===== config.mk =====
export PLATFORM = sky130hd
export DESIGN_NAME = uart_rx_flat
export DESIGN_NICKNAME = d
export VERILOG_FILES = /design/src/rtl/uart_pkg.sv /design/src/rtl/uart_rx_if.sv /design/src/rtl/uart_rx_controller.sv /design/src/rtl/uart_rx.sv /design/src/flat_wrapper.sv
export SDC_FILE = /design/constraint.sdc
export NUM_CORES = 1
export LEC_CHECK = 0
export BUFFER_PORTS_ARGS = -buffer_cell sky130_fd_sc_hd__buf_2
export CORE_ASPECT_RATIO = 0.9
export CORE_MARGIN = 8
export CORE_UTILIZATION = 56
export DETAILED_ROUTE_END_ITERATION = 6
export PLACE_DENSITY_LB_ADDON = 0.05
export SYNTH_ARGS = -nofsm -noshare
export SYNTH_HDL_FRONTEND = slang
export SYNTH_SLANG_ARGS = --single-unit

===== constraint.sdc =====
create_clock -name clk -period 2 [get_ports clk]
set_clock_uncertainty 0.05 [all_clocks]
set_input_delay 0.1 -clock clk [delete_from_list [all_inputs] [get_ports clk]]
set_output_delay 0.1 -clock clk [all_outputs]
set_load 0.01 [all_outputs]

===== src/rtl/uart_pkg.sv =====
// Shared UART definitions: receiver FSM state encoding and default frame parameters.
// Exports: rx_state_t, UART_DATA_BITS, UART_OVERSAMPLE, UART_SYNC_STAGES.
// Used by the receiver top, its controller and its handshake interface.
package uart_pkg;

  typedef enum logic [1:0] {
    RX_IDLE,
    RX_START,
    RX_DATA,
    RX_STOP
  } rx_state_t;

  localparam int UART_DATA_BITS   = 8;
  localparam int UART_OVERSAMPLE  = 16;
  localparam int UART_SYNC_STAGES = 2;

endpackage


===== src/rtl/uart_rx_if.sv =====
// Byte handshake from the UART receiver to its consumer, plus error pulses.
// master (receiver): drives rx_data, valid_out, frame_err, overrun_err; reads ready_in.
// slave (consumer): the mirror image.
interface uart_rx_if
  import uart_pkg::*;
#(
  parameter int DATA_BITS = UART_DATA_BITS
);

  logic [DATA_BITS-1:0] rx_data;
  logic                 valid_out;
  logic                 ready_in;
  logic                 frame_err;
  logic                 overrun_err;

  modport master (
    output rx_data,
    output valid_out,
    output frame_err,
    output overrun_err,
    input  ready_in
  );

  modport slave (
    input  rx_data,
    input  valid_out,
    input  frame_err,
    input  overrun_err,
    output ready_in
  );

endinterface


===== src/rtl/uart_rx_controller.sv =====
// UART receive FSM: start validation, data bit sequencing, stop bit check.
// Inputs: clk, reset (async active-low), baud_en, rx_s, counter terminal flags.
// Outputs: single-cycle strobes sample_en/shift_en/frame_done/frame_err, os_clr, registered busy.
module uart_rx_controller
  import uart_pkg::*;
(
  input  logic clk,
  input  logic reset,
  input  logic baud_en,
  input  logic rx_s,
  input  logic os_mid,
  input  logic os_last,
  input  logic bit_last,
  output logic sample_en,
  output logic shift_en,
  output logic frame_done,
  output logic frame_err,
  output logic os_clr,
  output logic busy
);

  rx_state_t state_q;
  logic      stop_smp;

  // Strobes are decoded from the current state so the datapath acts on the
  // same edge the FSM moves; this keeps stop-sample -> valid_out at one clock.
  assign os_clr     = (state_q == RX_IDLE);
  assign sample_en  = baud_en & os_mid  & (state_q == RX_START);
  assign shift_en   = baud_en & os_last & (state_q == RX_DATA);
  assign stop_smp   = baud_en & os_last & (state_q == RX_STOP);
  assign frame_done = stop_smp & rx_s;
  assign frame_err  = stop_smp & ~rx_s;

  always_ff @(posedge clk or negedge reset) begin
    if (!reset) begin
      state_q <= RX_IDLE;
      busy    <= 1'b0;
    end else begin
      case (state_q)
        RX_IDLE: begin
          if (!rx_s) begin
            state_q <= RX_START;
            busy    <= 1'b1;
          end
        end
        RX_START: begin
          if (sample_en) begin
            // A start bit that is high again at mid-bit was a glitch.
            if (rx_s) begin
              state_q <= RX_IDLE;
              busy    <= 1'b0;
            end else begin
              state_q <= RX_DATA;
            end
          end
        end
        RX_DATA: begin
          if (shift_en && bit_last) begin
            state_q <= RX_STOP;
          end
        end
        RX_STOP: begin
          // Leave at mid stop bit; the second half is slack for the next start.
          if (stop_smp) begin
            state_q <= RX_IDLE;
            busy    <= 1'b0;
          end
        end
        default: begin
          state_q <= RX_IDLE;
          busy    <= 1'b0;
        end
      endcase
    end
  end

endmodule


===== src/rtl/uart_rx.sv =====
// UART receiver: synchronises rx, oversamples on baud_en, delivers bytes over a one-entry valid/ready buffer.
// Ports: clk, reset (async active-low), baud_en, rx, busy; rx_if.master carries rx_data/valid_out/ready_in/frame_err/overrun_err.
// Stop-sample edge -> valid_out in 1 clk; a byte completing into a full, unconsumed buffer is dropped with overrun_err.
module uart_rx
  import uart_pkg::*;
#(
  parameter int DATA_BITS   = UART_DATA_BITS,
  parameter int OVERSAMPLE  = UART_OVERSAMPLE,
  parameter int SYNC_STAGES = UART_SYNC_STAGES
) (
  input  logic       clk,
  input  logic       reset,
  input  logic       baud_en,
  input  logic       rx,
  output logic       busy,
  uart_rx_if.master  rx_if
);

  localparam int OS_W = $clog2(OVERSAMPLE);
  localparam int BC_W = $clog2(DATA_BITS + 1);

  localparam logic [OS_W-1:0] OS_MID  = OS_W'(OVERSAMPLE / 2 - 1);
  localparam logic [OS_W-1:0] OS_LAST = OS_W'(OVERSAMPLE - 1);
  localparam logic [BC_W-1:0] BC_LAST = BC_W'(DATA_BITS - 1);

  logic [SYNC_STAGES-1:0] sync_q, sync_d;
  logic [OS_W-1:0]        os_cnt_q, os_cnt_d;
  logic [BC_W-1:0]        bit_cnt_q, bit_cnt_d;
  logic [DATA_BITS-1:0]   shift_q, shift_d;
  logic [DATA_BITS-1:0]   data_q, data_d;
  logic                   valid_q, valid_d;
  logic                   frame_err_q, frame_err_d;
  logic                   overrun_q, overrun_d;

  logic rx_s;
  logic sample_en, shift_en, frame_done, frame_err_stb, os_clr;
  logic load;

  assign rx_s = sync_q[SYNC_STAGES-1];

  uart_rx_controller u_ctrl (
    .clk        (clk),
    .reset      (reset),
    .baud_en    (baud_en),
    .rx_s       (rx_s),
    .os_mid     (os_cnt_q == OS_MID),
    .os_last    (os_cnt_q == OS_LAST),
    .bit_last   (bit_cnt_q == BC_LAST),
    .sample_en  (sample_en),
    .shift_en   (shift_en),
    .frame_done (frame_done),
    .frame_err  (frame_err_stb),
    .os_clr     (os_clr),
    .busy       (busy)
  );

  // A completed byte may load when the buffer is empty or is being drained
  // on this very cycle, so a back-to-back consumer never sees a gap or overrun.
  assign load = frame_done & (~valid_q | rx_if.ready_in);

  always_comb begin
    sync_d = {sync_q[SYNC_STAGES-2:0], rx};

    // Held at zero in IDLE and restarted at the start-bit sample so data
    // samples fall a whole bit period after mid-start.
    os_cnt_d = os_cnt_q;
    if (os_clr || sample_en) begin
      os_cnt_d = '0;
    end else if (baud_en) begin
      os_cnt_d = (os_cnt_q == OS_LAST) ? '0 : os_cnt_q + OS_W'(1);
    end

    bit_cnt_d = bit_cnt_q;
    if (sample_en) begin
      bit_cnt_d = '0;
    end else if (shift_en) begin
      bit_cnt_d = bit_cnt_q + BC_W'(1);
    end

    // LSB arrives first: shifting right leaves it at bit 0 after the last bit.
    shift_d = shift_q;
    if (shift_en) begin
      shift_d = {rx_s, shift_q[DATA_BITS-1:1]};
    end

    data_d  = load ? shift_q : data_q;
    valid_d = valid_q;
    if (load) begin
      valid_d = 1'b1;
    end else if (valid_q && rx_if.ready_in) begin
      valid_d = 1'b0;
    end

    frame_err_d = frame_err_stb;
    overrun_d   = frame_done & valid_q & ~rx_if.ready_in;
  end

  always_ff @(posedge clk or negedge reset) begin
    if (!reset) begin
      sync_q      <= '1;
      os_cnt_q    <= '0;
      bit_cnt_q   <= '0;
      shift_q     <= '0;
      data_q      <= '0;
      valid_q     <= 1'b0;
      frame_err_q <= 1'b0;
      overrun_q   <= 1'b0;
    end else begin
      sync_q      <= sync_d;
      os_cnt_q    <= os_cnt_d;
      bit_cnt_q   <= bit_cnt_d;
      shift_q     <= shift_d;
      data_q      <= data_d;
      valid_q     <= valid_d;
      frame_err_q <= frame_err_d;
      overrun_q   <= overrun_d;
    end
  end

  assign rx_if.rx_data     = data_q;
  assign rx_if.valid_out   = valid_q;
  assign rx_if.frame_err   = frame_err_q;
  assign rx_if.overrun_err = overrun_q;

endmodule


===== src/flat_wrapper.sv =====
// flat-port wrapper written by rule: the top's interface ports become plain ports
module uart_rx_flat import uart_pkg::*;
#(
  parameter int DATA_BITS   = UART_DATA_BITS,
  parameter int OVERSAMPLE  = UART_OVERSAMPLE,
  parameter int SYNC_STAGES = UART_SYNC_STAGES
)
  (clk, reset, baud_en, rx, busy, rx_if_rx_data, rx_if_valid_out, rx_if_frame_err, rx_if_overrun_err, rx_if_ready_in);
  uart_rx_if #(.DATA_BITS(DATA_BITS)) rx_if_i ();
  input  logic clk;
  input  logic reset;
  input  logic baud_en;
  input  logic rx;
  output logic busy;
  output wire logic [$bits(rx_if_i.rx_data)-1:0] rx_if_rx_data;
  output wire logic [$bits(rx_if_i.valid_out)-1:0] rx_if_valid_out;
  output wire logic [$bits(rx_if_i.frame_err)-1:0] rx_if_frame_err;
  output wire logic [$bits(rx_if_i.overrun_err)-1:0] rx_if_overrun_err;
  input wire logic [$bits(rx_if_i.ready_in)-1:0] rx_if_ready_in;
  assign rx_if_rx_data = rx_if_i.rx_data;
  assign rx_if_valid_out = rx_if_i.valid_out;
  assign rx_if_frame_err = rx_if_i.frame_err;
  assign rx_if_overrun_err = rx_if_i.overrun_err;
  assign rx_if_i.ready_in = rx_if_ready_in;
  uart_rx #(.DATA_BITS(DATA_BITS), .OVERSAMPLE(OVERSAMPLE), .SYNC_STAGES(SYNC_STAGES)) u_core (.clk(clk), .reset(reset), .baud_en(baud_en), .rx(rx), .busy(busy), .rx_if(rx_if_i));
endmodule

# == Yosys cells after proc, flatten, opt, wreduce, memory -nomap -nowiden ==
# Index checks and enable logic that the tools add are counted.
# word_totals
output_inout_bits,12
inputBits,5
regBits,32
word_cells,65
# op_classes
n_eq_ne,11
n_addsub,2
bitwise,14
reduce_logical,10
muxes,18
# op_table
operator,n
$mux W4,5
$and A1 B1 Y1,10
$mux W2,5
$add A4 B1 Y4 const B,2
$eq A4 B3 Y1 const B,2
$pmux W2 S4,1
$mux W1,6
$ne A2 B1 Y1 const B,3
$reduce_bool A2 Y1,3
$reduce_and A5 Y1,1
$eq A2 B2 Y1 const B,2
$eq A4 B4 Y1 const B,1
$ne A2 B2 Y1 const B,2
$reduce_and A4 Y1,1
$not A1 Y1,3
$pmux W1 S3,1
$reduce_bool A3 Y1,1
$eq A2 B1 Y1 const B,1
$logic_and A1 B1 Y1,2
$logic_not A2 Y1,1
$logic_or A1 B1 Y1,1
$or A1 B1 Y1,1

# == Depth between registers and ports, before layout ==
# depth
word_depth,6
depth_mapped,5
ltp_nobuf,4

# == Cells and area by module ==
# A second synthesis with hierarchy kept.
# unflattened
cells_unflattened,105
hier_area_um2,1377.6
# by_module_without_submodules
mod,cells_per_inst,instances,seq_area_each_um2,area_each_um2
uart_rx,83,1,728.2,1191.1
uart_rx_controller,22,1,75.1,186.4

# == Worst setup path before layout ==
# OpenSTA, ideal clock, no wires.
# synth_timing
path_type,flip-flop to flip-flop
start,register u_core.os_cnt_q[0]
end,"register u_core.data_q[0], in the netlist u_core.rx_if.rx_data[0]"
path_buffers,1
path_stages_with_launch,6
setup_time_ps,125
required_time_ps,1825
arrival_ps,1552
setup_slack_ps,273
synth_period_minus_slack_ps,1727
path_cell_list,dfrtp_1 ha_1 and4_2 and3_1 buf_6 mux2_2
# synth_between
elab_chain_len,5
# synth_lines
element,line_no,text
from (decl),uart_rx.sv:27,"logic [OS_W-1:0] os_cnt_q, os_cnt_d;"
from (signal assigned),uart_rx.sv:110,os_cnt_q <= os_cnt_d;
$eq A4 B4 Y1,uart_rx.sv:47,".os_last (os_cnt_q == OS_LAST),"
$and A1 B1 Y1 (2 in a row),uart_rx_controller.sv:30,assign stop_smp = baud_en & os_last & (state_q == RX_STOP);
$and A1 B1 Y1,uart_rx_controller.sv:31,assign frame_done = stop_smp & rx_s;
$and A1 B1 Y1,uart_rx.sv:59,assign load = frame_done & (~valid_q | rx_if.ready_in);
to (signal assigned),uart_rx.sv:113,data_q <= data_d;
to (decl),uart_rx.sv:30,"logic [DATA_BITS-1:0] data_q, data_d;"
# Every way passes these cells.
# A chain may end at the register's enable or synchronous reset.

# == Final worst setup path ==
# layout_timing
start,register u_core.os_cnt_q[0]
end,"register u_core.data_q[3], in the netlist u_core.rx_if.rx_data[3]"
# The elaborated chain is that of the path after synthesis.

==> metrics <==
status complete, no violations; Fillers 207; Clk Latency, worst-skew pair 0.33 ns; # diodes 0; grt ovf 0; ys flop type dfrtp_1; Area Overhead vs Synth 15.0%; kind of critical path flip-flop to flip-flop; Tmin final 1.81 ns; clock slew at reported path FFs 0.10 ns; overall routing resource usage 0.125; layout net count 144; Placed Area 1530 um2; Final setup violation count 0; Worst Path Required 2.17 ns; hold_buf cts 2; Netlist cell types 38; Slew @ Worst Pin 0.695 ns; Num CTS Buffers 5; WHS Path Cells 3; Detailed Place HPWL 1.75 mm; Wirelength per Cell 15.2 um; area leader, netlist dfrtp_1; Non-Filler Instances 166; Post-Syn Area 1420 um2; FP Rows 17; critical path fanouts, max 8; top-area cell type share of the netlist area 0.530; HP Class primary input to flip-flop; initial antenna violation count 0; WL final 2.52 mm; port bufs 16; Final period util 0.907; Critical Path Start Type flip-flop; Final ANT Viol Nets 0; synthesis-stage register bit count 32; RSZ-0062 raised after global routing no; core area 2420 um2; final setup margin 0.187 ns; R2R cell count 4; Setup TNS 0 ns; Final Cell Area 1630 um2; Final Max Slew Viols 0; crit path DAT 1.98 ns; CP Capture Type flip-flop; final hold slack 0.0245 ns; dpl cells 156; largest net degree at the start of global routing 33; number of DRC markers in iteration 0 35; pwr/cell area 1010 nW/um2; Mapped Avg Cell Area 12.5 um2; post-CTS resize count 0; Final Hold Viols 0; Initial Util 0.585; die area 4400 um2; Chip Width 69.0 um; # IOs 17; routability cong. 0.715; syn_nets 120; maximum vdd drop 0.907 mV; Synth area leaders dfrtp_1, mux2_2, dfstp_2, a21oi_1, ha_1; sequential area share after synthesis 0.567; Residual DRC 0; Leakage 0.812 nW; Clock Tree Buf Depth 2; # clock sinks 32; Async SR Flop Fraction 1.00; share of layout cells above drive strength 1 0.384; DR pass1 iterations 4; vias in the first global route 993; setup bufs post-CTS 0; global-route wire length before repair 4.51 mm; DR vias 971; root buffer cell clkbuf_4; dpl ws 0.205 ns; H-tree depth 2; relative slew slack 0.537; Vias/cell 5.85; DIE HEIGHT 63.7 um; yosys warns 0; Post-synth EDFFs 0; max-cap viol count 0; Mapped Cells 113; Achievable Freq 551 MHz; CTS tree done
==> registers in the layout, summed over array words and instances (netlist names), named ones only <==
register                  cells
u_core.u_ctrl.state_q         1
u_core.rx_if.overrun_err      1
u_core.rx_if.rx_data          8
u_core.u_ctrl.busy            1
u_core.rx_if.valid_out        1
u_core.bit_cnt_q              4
u_core.os_cnt_q               4
u_core.rx_if.frame_err        1
u_core.shift_q                8
u_core.sync_q                 2
==> kinds of logic (layout without fill, tap and decap cells) <==
logic type                 Yosys count  in the layout  synth area share
muxes                               17             17             0.134
adders and majority gates            2              2            0.0176
xor gates and xnor gates             1              1           0.00618
DFF                                 32             32             0.567
buffers and inverters                9             34            0.0335
and+or+nand+nor                     33             33             0.158
AOI/OAI and AO/OA                   19             19            0.0839
==> cell usage in the layout, fill, tap and decap left out, types with 2 or more instances in the layout <==
cell type,n
dfrtp_1,30
mux2_2,16
buf_2,16
a21oi_1,8
nor2_1,6
clkbuf_4,5
buf_4,5
nand3_1,3
o31ai_1,3
nor3_1,3
inv_1,3
o21ai_0,3
nand2b_1,2
and3_1,2
nand2_1,2
or4_1,2
or3_2,2
ha_1,2
dlygate4sd3_1,2
dfstp_2,2
==> cell type report <==
type | instances | area, um2 | area share
Timing Repair Buffer | 23 | 138 | 0.0844
Multi-Input combinational cell | 72 | 567 | 0.348
Clock inverter | 2 | 35.0 | 0.0215
Tap cell | 28 | 35.0 | 0.0215
Sequential cell | 32 | 803 | 0.493
Clock buffer | 6 | 41.3 | 0.0253
Inverter | 3 | 11.3 | 0.00691
==> cell usage after synthesis (3+ instances only) <==
library cell  count
dfrtp_1          30
mux2_2           16
a21oi_1           8
nor2_1            6
inv_1             3
nand3_1           3
nor3_1            3
o21ai_0           3
o31ai_1           3
==> power breakdown <==
group	switching (mW)	internal (mW)	leakage [nW]
Combinational	0.206	0.164	0.344
Sequential	0.0805	0.714	0.426
Clock	0.218	0.262	0.0422
==> final timing paths <==
check,to,startpoint,slack (ns)
min in group asynchronous,u_core.os_cnt_q[3],reset,0.29
worst max-delay path,u_core.rx_if.rx_data[3],u_core.os_cnt_q[0],0.19
worst min-delay path,u_core.rx_if.overrun_err,rx_if_ready_in,0.02
worst max register to register,u_core.rx_if.rx_data[3],u_core.os_cnt_q[0],0.19
worst min register to register,u_core.sync_q[1],u_core.sync_q[0],0.30
max in group asynchronous,u_core.bit_cnt_q[1],reset,1.16
==> worst max-delay path, stage by stage, from the launching register on <==
cell and delay, ns:
dfrtp_1 0.43, ha_1 0.19, and4_2 0.26, and3_1 0.39, mux2_2 0.38
==> routing by layer <==
metal  wire length [um]  part of all wire  vias to the layer above  global-route usage
li1                   -                 -                      458                   -
met1               1140              0.45                      481               0.145
met2               1130              0.45                       24               0.180
met3                185             0.074                        8              0.0648
met4                 60             0.024                        0              0.0818
met5                  0                 0                        -                   0
==> metrics by stage <==
stage               power [mW]  utilization
floorplan                 1.05            -
global placement          1.15        0.633
detailed placement        1.17        0.633
CTS                       1.66        0.672
global route              1.74        0.672
finish                    1.64        0.672
Power figures use the tool's default switching activity.
